File: src/rtl/vga_pkg.sv
// Shared types and timing defaults for the VGA output formatter.
// Stats logic in vga_tx_fmt is built only with VGA_TX_STATS_EN.
package vga_pkg;

  typedef enum logic [1:0] {
    H_IDLE,
    H_ACTIVE,
    H_FP,
    H_SYNC
  } h_state_t;

  localparam int DEF_ACTIVE_H    = 1920;
  localparam int DEF_H_FP        = 88;
  localparam int DEF_HSYNC_W     = 44;
  localparam int DEF_VSYNC_LINES = 5;

  function automatic logic sync_level(
    input logic active,
    input logic active_low
  );
    return active ^ active_low;
  endfunction

endpackage

File: src/rtl/vga_edge_det.sv
// Registered 1-bit edge detector: compares d with its value
// from the previous clock.
module vga_edge_det (
  input  logic clk,
  input  logic rst,
  input  logic d,
  output logic rise,
  output logic fall
);

  logic q;

  always_ff @(posedge clk) begin
    if (rst) q <= 1'b0;
    else     q <= d;
  end

  assign rise = d & ~q;
  assign fall = ~d & q;

endmodule

File: src/rtl/vga_tx_fmt.sv
// VGA output formatter: RGB blanking, HSync/VSync generation.
// Define VGA_TX_STATS_EN to build line/frame counters and o_err.
module vga_tx_fmt
  import vga_pkg::*;
#(
  parameter int PIXEL_DATA      = 8,
  parameter int ACTIVE_H        = DEF_ACTIVE_H,
  parameter int H_FRONT_PORCH   = DEF_H_FP,
  parameter int HSYNC_WIDTH     = DEF_HSYNC_W,
  parameter int VSYNC_LINES     = DEF_VSYNC_LINES,
  parameter int SYNC_ACTIVE_LOW = 1,
  parameter int CNT_W           = 12
) (
  input  logic                  i_clk,
  input  logic                  i_rst,
  input  logic [PIXEL_DATA-1:0] i_R_data,
  input  logic [PIXEL_DATA-1:0] i_G_data,
  input  logic [PIXEL_DATA-1:0] i_B_data,
  input  logic                  i_VSync,
  input  logic                  i_DE,
  output logic [PIXEL_DATA-1:0] o_R_data,
  output logic [PIXEL_DATA-1:0] o_G_data,
  output logic [PIXEL_DATA-1:0] o_B_data,
  output logic                  o_DE,
  output logic                  o_HSync,
  output logic                  o_VSync,
  output logic [CNT_W-1:0]      o_line_cnt,
  output logic [15:0]           o_frame_cnt,
  output logic                  o_err
);

  localparam logic SAL = (SYNC_ACTIVE_LOW != 0);

  logic [PIXEL_DATA-1:0] s1_r, s1_g, s1_b;
  logic s1_de, s1_vs;
  logic de_rise, de_fall;
  logic vs_rise, vs_fall_unused;

  h_state_t state;
  logic [CNT_W-1:0] porch_cnt;
  logic [CNT_W-1:0] vline;
  logic hs_entered;
  logic vs_active;

  always_ff @(posedge i_clk) begin
    if (i_rst) begin
      s1_r     <= '0;
      s1_g     <= '0;
      s1_b     <= '0;
      s1_de    <= 1'b0;
      s1_vs    <= 1'b0;
      o_R_data <= '0;
      o_G_data <= '0;
      o_B_data <= '0;
      o_DE     <= 1'b0;
    end else begin
      s1_r     <= i_R_data;
      s1_g     <= i_G_data;
      s1_b     <= i_B_data;
      s1_de    <= i_DE;
      s1_vs    <= i_VSync;
      o_R_data <= s1_de ? s1_r : '0;
      o_G_data <= s1_de ? s1_g : '0;
      o_B_data <= s1_de ? s1_b : '0;
      o_DE     <= s1_de;
    end
  end

  vga_edge_det u_de_edge (
    .clk  (i_clk),
    .rst  (i_rst),
    .d    (s1_de),
    .rise (de_rise),
    .fall (de_fall)
  );

  vga_edge_det u_vs_edge (
    .clk  (i_clk),
    .rst  (i_rst),
    .d    (s1_vs),
    .rise (vs_rise),
    .fall (vs_fall_unused)
  );

  // HSync is set/cleared on the same edge the state changes,
  // so it lines up with the stage-2 data.
  always_ff @(posedge i_clk) begin
    if (i_rst) begin
      state      <= H_IDLE;
      porch_cnt  <= '0;
      hs_entered <= 1'b0;
      o_HSync    <= sync_level(1'b0, SAL);
    end else begin
      hs_entered <= 1'b0;
      unique case (state)
        H_IDLE: begin
          if (de_rise) state <= H_ACTIVE;
        end
        H_ACTIVE: begin
          if (de_fall) begin
            state     <= H_FP;
            porch_cnt <= '0;
          end
        end
        H_FP: begin
          if (de_rise) begin
            state <= H_ACTIVE;
          end else if (32'(porch_cnt) == H_FRONT_PORCH - 1) begin
            state      <= H_SYNC;
            porch_cnt  <= '0;
            hs_entered <= 1'b1;
            o_HSync    <= sync_level(1'b1, SAL);
          end else begin
            porch_cnt <= porch_cnt + 1'b1;
          end
        end
        H_SYNC: begin
          if (de_rise) begin
            state   <= H_ACTIVE;
            o_HSync <= sync_level(1'b0, SAL);
          end else if (32'(porch_cnt) == HSYNC_WIDTH - 1) begin
            state   <= H_IDLE;
            o_HSync <= sync_level(1'b0, SAL);
          end else begin
            porch_cnt <= porch_cnt + 1'b1;
          end
        end
        default: state <= H_IDLE;
      endcase
    end
  end

  // A frame start always wins over the line count of the old pulse.
  always_ff @(posedge i_clk) begin
    if (i_rst) begin
      vs_active <= 1'b0;
      vline     <= '0;
      o_VSync   <= sync_level(1'b0, SAL);
    end else if (vs_rise) begin
      vs_active <= 1'b1;
      vline     <= '0;
      o_VSync   <= sync_level(1'b1, SAL);
    end else if (hs_entered && vs_active) begin
      if (32'(vline) + 1 >= VSYNC_LINES) begin
        vs_active <= 1'b0;
        vline     <= '0;
        o_VSync   <= sync_level(1'b0, SAL);
      end else begin
        vline <= vline + 1'b1;
      end
    end
  end

`ifdef VGA_TX_STATS_EN
  logic [CNT_W-1:0] pix_cnt;
  logic [CNT_W-1:0] line_cnt;
  logic [15:0] frame_cnt;
  logic err;

  always_ff @(posedge i_clk) begin
    if (i_rst) begin
      pix_cnt   <= '0;
      line_cnt  <= '0;
      frame_cnt <= '0;
      err       <= 1'b0;
    end else begin
      if (de_rise)
        pix_cnt <= CNT_W'(1);
      else if (s1_de && pix_cnt != '1)
        pix_cnt <= pix_cnt + 1'b1;
      if (de_fall && state == H_ACTIVE &&
          32'(pix_cnt) != ACTIVE_H)
        err <= 1'b1;
      if (de_rise && (state == H_FP || state == H_SYNC))
        err <= 1'b1;
      if (vs_rise && vs_active)
        err <= 1'b1;
      if (vs_rise) begin
        frame_cnt <= frame_cnt + 1'b1;
        line_cnt  <= de_rise ? CNT_W'(1) : '0;
      end else if (de_rise && line_cnt != '1) begin
        line_cnt <= line_cnt + 1'b1;
      end
    end
  end

  assign o_line_cnt  = line_cnt;
  assign o_frame_cnt = frame_cnt;
  assign o_err       = err;
`else
  assign o_line_cnt  = '0;
  assign o_frame_cnt = '0;
  assign o_err       = 1'b0;
`endif

endmodule

File: config.mk
export PLATFORM = sky130hd
export DESIGN_NAME = vga_tx_fmt
export DESIGN_NICKNAME = d
export VERILOG_FILES = /design/src/rtl/vga_pkg.sv /design/src/rtl/vga_edge_det.sv /design/src/rtl/vga_tx_fmt.sv
export SDC_FILE = /design/constraint.sdc
export NUM_CORES = 1
export LEC_CHECK = 0
export CORE_MARGIN = 3
export CORE_UTILIZATION = 25
export CTS_BUF_LIST = sky130_fd_sc_hd__clkbuf_8 sky130_fd_sc_hd__clkbuf_16
export CTS_CLUSTER_SIZE = 10
export DETAILED_ROUTE_END_ITERATION = 12
export HOLD_SLACK_MARGIN = 0.02
export PLACE_DENSITY = 0.54
export SETUP_SLACK_MARGIN = 0.3
export SYNTH_ARGS = -nofsm -noshare
export SYNTH_HDL_FRONTEND = slang
export SYNTH_SLANG_ARGS = --single-unit
File: constraint.sdc
create_clock -name i_clk -period 2.55 [get_ports i_clk]
set_input_delay 0.765 -clock i_clk [delete_from_list [all_inputs] [get_ports i_clk]]
set_output_delay 0.765 -clock i_clk [all_outputs]
set_load 0.1 [all_outputs]
==> qor.yml, run 1 <==
viasPerCell: 3.90
grt_max_degree: 26
core_area_mm2: 0.0122
p_leak_nw: 1.65
grt_util_all_layers_pct: 8.33
ys_seq_elements: 82
regArea_mm2: 0.00164
run_status: "complete, no violations"
p_seq_share_pct: 42.3
crit_fanout: 11
grt_antenna_before_repair: 0
initialDrtViolationCount: 50
ys.flop_type: "dfxtp_1"
root_buffer: "clkbuf_16"
wire_per_inst_um: 10.4
die_area_mm2: 0.0140
intPower_w: 0.00234
numCtsBuffers: 9
rows: 40
endpoint_kind: "flop"
yosysTopAreaCell: "dfxtp_1"
design_area_mm2: 0.00409
drv_cap: 0
hp-class: "reg2reg"
grt_pass1_wl_mm: 9.56
cts_tree: "done"
p_sw_w: 0.000788
critical_path_required_ns: 2.82
period_share_pct: 83.9
wl_mm: 5.75
ys_seq_area_share_pct: 51.9
crit_type: "reg2reg"
p_per_area_mw_per_mm2: 765
clk_pin_slew_ns: 0.06
synth_area_mm2: 0.00316
cp.arrival_ns: 2.41
vias: 2159
finalPower_w: 0.00313
die_h_um: 118
ant_nets: 0
layout-drive-gt1-share_pct: 19.4
rsz0062_at_grt: "yes"
hpwlAfterDp_mm: 4.14
final_period_minus_worst_setup_slack_ns: 2.14
insertion_delay_ns: 0.32
async_flop_share_pct: 0
max_freq_ghz: 0.467
syn_inst: 321
gp_congestion: 0.748
yosysMostFrequentCell: "dfxtp_1"
cp-start-kind: "flop"
cts_num_sinks: 82
ys_top_cells_by_count: "dfxtp_1, buf_4, nor2b_1, and2_1, nand2_1"
diodes: 0
hold_violations: 0
yosysWarnings: 0
cts.path.max_buffers: 2
io_buffers: 54
clkPwrFrac_pct: 46.2
area_growth_syn_to_layout_pct: 29.4
grt.overflow.total: 0
combPwrFrac_pct: 11.4
syn_avg_cell_area_um2: 9.85
num_io_pins: 84
synth_edf_count: 0
start_util_pct: 26.0
finalSetupViolCount: 0
drc: 0
vdd_ir_drop_max_mv: 0.355
final_core_utilization_pct: 33.6
swShare_pct: 25.2
synthDistinctLibCells: 47
placed_area_mm2: 0.00370
fin_skew_ns: 0.00694
drv_slew: 0
grt_pass1_vias: 2058
dr.pass1.iters: 4
synth_area_leaders: "dfxtp_1, buf_4, nor2b_1"
h-tree-depth: 3
fin_nets: 412
fin_setup_tns_ns: 0
die_w_um: 118
multiInputGateArea_mm2: 0.00132
fillers: 1238
synth_top_area_share_pct: 51.9
-- state kept, by name, summed over array words and instances (netlist names) --
register,count
o_R_data,8
u_vs_edge.q,1
o_VSync,1
hs_entered,1
s1_b,8
vs_active,1
u_de_edge.q,1
porch_cnt,12
o_G_data,8
s1_de,1
o_HSync,1
vline,12
s1_g,8
s1_r,8
s1_vs,1
state,2
o_B_data,8
-- timing repair --
action                                  4_1_cts  5_1_grt
gates resized for setup                       3        2
pin swaps                                     0        3
hold endpoints to repair                      0        0
endpoints found under the setup margin        5       14
setup buffers                                 0        4
hold buffers                                  0        0
-- per-stage QoR --
stage               hold slack [ns]  setup slack, ns  cells
CTS                           0.426            0.362    550
floorplan                     0.406            0.413    349
global route                  0.436            0.214    554
detailed placement            0.410            0.219    534
global placement              0.407            0.321    534
finish                        0.425            0.410    554
-- path summary, 6_finish.rpt --
check	start	to	slack (ns)	depth (start not counted)
worst min-delay path	s1_g[7]	o_G_data[7]	0.42	1
worst max register to register	vline[2]	vline[2]	0.41	6
worst max-delay path	vline[2]	vline[2]	0.41	6
worst min register to register	s1_g[7]	o_G_data[7]	0.42	1
-- power by group through the flow --
stage	sequential, W	clock (W)	combinational, W
after floorplan	0.00141	0	0.000270
after global placement	0.00135	0	0.000358
after detailed placement	0.00135	0	0.000358
after CTS	0.00132	0.00149	0.000359
after global routing	0.00133	0.00155	0.000373
final	0.00132	0.00145	0.000358
-- final cells by class --
cell class / instances / share of cell area [%]
tap: 168 / 5.14
clock buffer: 9 / 5.51
sequential: 82 / 40.1
clock inverter: 7 / 2.88
timing repair buffer: 63 / 13.2
multi-input combinational: 215 / 32.2
inverter: 10 / 0.918
-- critical path, stage by stage (launching register included) --
cell and delay (ns):
dfxtp_1 0.48, nand4_1 0.30, nor4_1 0.40, xnor2_1 0.18, o2111ai_1 0.20, a2111oi_2 0.37, o21a_1 0.15
-- cells in the final DEF, fill, tap and decap left out, types with 2 or more instances in the layout --
| cell | netlist | final |
|---|---|---|
| a2111oi_2 | 0 | 2 |
| nand2_1 | 15 | 15 |
| nand2b_1 | 4 | 4 |
| nand4_1 | 4 | 4 |
| buf_4 | 31 | 36 |
| ha_1 | 3 | 2 |
| bufinv_16 | 0 | 3 |
| clkbuf_16 | 0 | 9 |
| and3_1 | 11 | 11 |
| inv_1 | 10 | 11 |
| nor3_1 | 8 | 8 |
| xor2_1 | 2 | 2 |
| clkinvlp_4 | 0 | 2 |
| xnor2_1 | 11 | 11 |
| and2_1 | 25 | 25 |
| or2_2 | 3 | 3 |
| a21oi_1 | 10 | 10 |
| a31o_2 | 2 | 2 |
| nor2b_1 | 29 | 29 |
| o21a_1 | 2 | 2 |
| clkdlybuf4s50_1 | 0 | 27 |
| o22ai_1 | 2 | 2 |
| nor2_1 | 12 | 12 |
| dfxtp_1 | 82 | 82 |
| conb_1 | 1 | 29 |
| nand3_1 | 5 | 5 |
| nor2_2 | 10 | 10 |
| mux2i_1 | 2 | 2 |
| nor4_1 | 5 | 5 |
-- per-layer routing --
metal / GRT usage (%) / wire length [µm]
met5: 0 / 0
met4: 3.91 / 89
met3: 2.25 / 264
met2: 14.0 / 2810
met1: 9.86 / 2580
-- logic make-up after synthesis --
family                   count (synthesis)  share of synthesized area (%)
AND/OR/NAND/NOR                        141                           26.4
flip-flops                              82                           51.9
buffers and inverters                   52                           10.2
AO/OA/AOI/OAI                           27                           5.94
XOR/XNOR                                13                           3.60
adder cells (fa/ha/maj)                  3                           1.19
multiplexers                             2                          0.633
other                                    1                          0.119
(Power assumes the default switching activity.)
==> inputs of run 2 (changes only) <==
Settings changed: PLACE_DENSITY 0.54 to 0.55.
Clock period 2.55 ns to 1.8 ns, I/O delays scaled along.
==> run 2 against run 1 <==
- the run now ends with negative setup slack left
- critical path type unchanged
- register-to-register slack worse by 0.53 ns
- global-route usage grew 0.96 points
- combinational power is 56% higher
- fmax rose by 12%
- cell area increased by 21%
- highest routed layer unchanged
==> qor.yml, run 2 (synthesized netlist as in run 1, its figures left out) <==
run_status: "finished with violations"
violations: "negative setup slack"
hpwlAfterDp_mm: 4.69
final_core_utilization_pct: 40.6
die_h_um: 118
gp_congestion: 0.845
period_share_pct: 106
cp_num_buf_inv: 1
stdcell_count: 589
cp.arrival_ns: 2.14
endpoint_kind: "flop"
rsz0062_at_grt: "yes"
crit_chain: "or4_4 -> nor4b_4 -> a311o_2 -> buf_12 -> nor3_1 -> xnor2_1 -> nor2_2"
rows: 40
routed-wl-met2_mm: 3.30
cts_num_sinks: 82
grt_antenna_before_repair: 0
cts_tree: "done"
insertion_delay_ns: 0.33
grt_max_degree: 26
finalSetupViolCount: 19
die_w_um: 118
grt_util_all_layers_pct: 9.29
root_buffer: "clkbuf_16"
ant_nets: 0
die_area_mm2: 0.0140
max_stage_delay_ns: 0.57
final_period_minus_worst_setup_slack_ns: 1.92
initialDrtViolationCount: 60
fin_nets: 447
vias: 2357
cp-start-kind: "flop"
grt_pass1_wl_mm: 10.5
layout-drive-gt1-share_pct: 35.2
wl_mm: 6.54
p_per_area_mw_per_mm2: 851
max_freq_ghz: 0.522
fin_setup_tns_ns: -1.62
final_common_cell: "dfxtp_1"
placed_area_mm2: 0.00438
wl_met1_mm: 2.75
drv_cap: 0
p_leak_nw: 1.93
viasPerCell: 4.00
crit_fanout: 13
fin_skew_ns: 0.00608
met3_length_um: 320
numPlacedInstances: 564
vdd_ir_drop_max_mv: 0.446
grt_pass1_vias: 2308
dr.max_layer_used: "met4"
num_io_pins: 84
numCtsBuffers: 9
slowest_stage: "or4_4"
drc: 0
drv_slew: 0
design_area_mm2: 0.00494
clk_pin_slew_ns: 0.07
wire_per_inst_um: 11.1
setup_ws_ns: -0.116
hp-class: "reg2reg"
ctsHoldBuffers: 0
crit_type: "reg2reg"
final_cell_mix: "dfxtp_1, buf_4, buf_12"
io_buffers: 54
top_regs: "porch_cnt x12, vline x12"
cts.path.max_buffers: 2
core_area_mm2: 0.0122
start_util_pct: 26.0
post-place-ws_ns: -0.226
h-tree-depth: 3
area_growth_syn_to_layout_pct: 56.4
grt.overflow.total: 0
critical_path_required_ns: 2.03
dr.pass1.iters: 4
hold_violations: 0
diodes: 0
crit_family: "simple AND/OR/NAND/NOR gates"
[run 2: cell count changes in the layout (fill, tap and decap cells not counted), sizes merged]
| cell | previous run | this run |
|---|---|---|
| clkinvlp | 2 | 1 |
| buf | 36 | 70 |
| inv | 12 | 14 |
| bufinv | 3 | 0 |
| clkinv | 0 | 2 |
| or2 | 4 | 5 |
[run 2: what timing repair did]
item                                    4_1_cts  5_1_grt
pin swaps                                     7       19
gates cloned                                  1        0
hold endpoints to repair                      0        0
endpoints found under the setup margin       22       31
buffers inserted                              2        6
resized for setup                            15       23
[run 2: final timing paths]
kind	startpoint	to	slack [ns]	cells past startpoint
setup / recovery	porch_cnt[10]	porch_cnt[4]	-0.12	7
hold / removal	s1_r[0]	o_R_data[0]	0.43	1
setup reg to reg	porch_cnt[10]	porch_cnt[4]	-0.12	7
hold reg to reg	s1_r[0]	o_R_data[0]	0.43	1
[run 2: worst reg2reg max path, cell delays in order, from the launching register on]
cell and delay, ns:
dfxtp_2 0.32, or4_4 0.57, nor4b_4 0.22, a311o_2 0.25, buf_12 0.15, nor3_1 0.06, xnor2_1 0.19, nor2_2 0.06
[run 2: report_power, final]
| group | switching, W | internal [W] | leakage (nW) |
|---|---|---|---|
| sequential | 0.0000210 | 0.00186 | 0.674 |
| clock | 0.000799 | 0.000973 | 0.142 |
| combinational | 0.000413 | 0.000144 | 1.11 |
[run 2: layout make-up]
class,count,area (µm²)
sequential,82,1660
inverter,10,40.0
fill,1156,7220
tap,168,210
timing repair buffer,97,1170
clock inverter,7,70.1
clock buffer,9,225
multi-input combinational,216,1560
[run 2: per-stage QoR]
stage               total power [W]  hold slack (ns)
floorplan                   0.00238            0.406
global placement            0.00247            0.407
detailed placement          0.00247            0.410
CTS                         0.00426            0.427
global route                0.00438            0.436
finish                      0.00421            0.425
[run 2: routing by layer]
layer,up-vias,GRT usage (%)
li1,1197,-
met1,1089,10.2
met2,59,16.1
met3,12,2.82
met4,0,5.00
met5,-,0
==> inputs of run 3 (changes only) <==
Settings changed: SLEW_MARGIN set to 20.
==> results of run 3 <==
The final DEF is identical to that of run 2; final timing and power are the same.
==> variant (config.mk and constraints of run 2) <==
The option `VGA_TX_STATS_EN` is turned on by a define.
--- a/src/rtl/vga_tx_fmt.sv
+++ b/src/rtl/vga_tx_fmt.sv
@@ -1,5 +1,7 @@
 // VGA output formatter: RGB blanking, HSync/VSync generation.
 // Define VGA_TX_STATS_EN to build line/frame counters and o_err.
+`define VGA_TX_STATS_EN
+
 module vga_tx_fmt
   import vga_pkg::*;
 #(
Check against the original RTL: not equivalent (Yosys sat finds a counterexample within 4 cycles, from zero or initial values and one cycle with i_rst high).
==> variant against run 2 <==
- the run still ends with negative setup slack left
- cell count up 63%
- sequential cell count is 41 higher
- setup slack got worse by 34 ps
- routed wire length up 100%
- global-route usage grew 2.6 points
- area after synthesis rose by 57%
- final area increased by 75%
- fmax fell by 1.8%
- power grew 82%
- die area grew 53%
- combinational power grew 140%
- largest power group is now the clock network
- highest routed layer unchanged
==> variant: results (changes against run 2) <==
| Metric | Value |
|---|---|
| Die footprint | 21500 um^2 (was 14000 um^2) |
| Post-Place Cell Area | 7150 um^2 (was 4380 um^2) |
| Outcome | finished with violations (unchanged) |
| Setup violations, final | 13 (was 19) |
| Fill count | 1711 (was 1156) |
| Synth top cells by count | 123 x dfxtp_1, 49 x nor2_1, 33 x nor2b_1 (was 82 x dfxtp_1, 31 x buf_4, 29 x nor2b_1) |
| Failing checks | negative setup slack (unchanged) |
| Skew final | 14.9 ps (was 6.08 ps) |
| CTS Buf Count | 17 (was 9) |
| Worst Path Max Fanout | 6 (was 13) |
| Clkbuf count | 22 (was 9) |
| Final setup margin | -150 ps (was -116 ps) |
| Inverter count | 16 (was 10) |
| Cell count after placement | 878 (was 564) |
| Fraction of area in clock buffers and inverters | 7.20% (was 5.97%) |
| Vias in the first global route | 4396 (was 2308) |
| DR vias | 4329 (was 2357) |
| Clock latency on the worst-skew pair | 420 ps (was 330 ps) |
| Met3 Usage GRT | 5.95% (was 2.82%) |
| Share of layout cells above drive strength 1 | 49.2% (was 35.2%) |
| DR WL met2 | 6340 um (was 3300 um) |
| Dpl ws | -170 ps (was -226 ps) |
| Met2 Use GR | 19.1% (was 16.1%) |
| DRT iter0 DRCs | 231 (was 60) |
| Non-clock buffers, area share | 24.8% (was 23.8%) |
| Comb_multi_in | 357 (was 216) |
| CTS H-tree depth | 4 (was 3) |
| Sw Pwr | 2.04 mW (was 1.23 mW) |
## variant: changes by cell type after synthesis, sizes merged, moves of 10 or more
cell / run 2 / this run
nand3: 5 / 21
o21ai: 1 / 14
buf: 35 / 9
a211oi: 0 / 10
xnor2: 11 / 26
xor2: 2 / 13
nor2: 22 / 49
nand2: 15 / 26
dfxtp: 82 / 123
## variant: power groups by stage
stage | logic (mW) | registers (mW) | clock network, mW
floorplan | 0.558 | 3.05 | 0
global placement | 1.03 | 2.93 | 0
detailed placement | 1.06 | 2.94 | 0
CTS | 1.24 | 2.87 | 3.59
global route | 1.41 | 2.88 | 3.72
finish | 1.31 | 2.87 | 3.49
## variant: final timing paths
| kind | from | to | slack, ps | depth (start not counted) |
|---|---|---|---|---|
| worst max register to register | state[0] | porch_cnt[8] | -150 | 8 |
| worst max-delay path | state[0] | porch_cnt[8] | -150 | 8 |
| worst min-delay path | s1_g[3] | o_G_data[3] | 420 | 1 |
| worst min register to register | s1_g[3] | o_G_data[3] | 420 | 1 |
## variant: worst max-delay path: cells and delay by family (launching register included)
| family | cells | cell delay (ps) |
|---|---|---|
| fa+ha+maj | 1 | 150 |
| simple gates | 2 | 260 |
| flops | 1 | 380 |
| compound gates | 2 | 650 |
| buf+inv | 3 | 400 |
## variant: what timing repair did
item	in CTS	in global routing
pin swaps	35	38
gates cloned	1	1
gates resized for setup	80	63
setup endpoints to repair	103	102
setup buffers	36	13
## variant: kinds of logic (layout without fill, tap and decap cells)
kind of cell | count (synthesis) | count (layout) | share of synthesized area [%]
xor+xnor | 39 | 39 | 6.90
compound gates | 77 | 77 | 11.1
flops | 123 | 123 | 49.7
mux | 2 | 2 | 0.404
simple gates | 227 | 227 | 25.1
buf+inv | 38 | 221 | 3.67
fa+ha+maj | 12 | 12 | 3.03
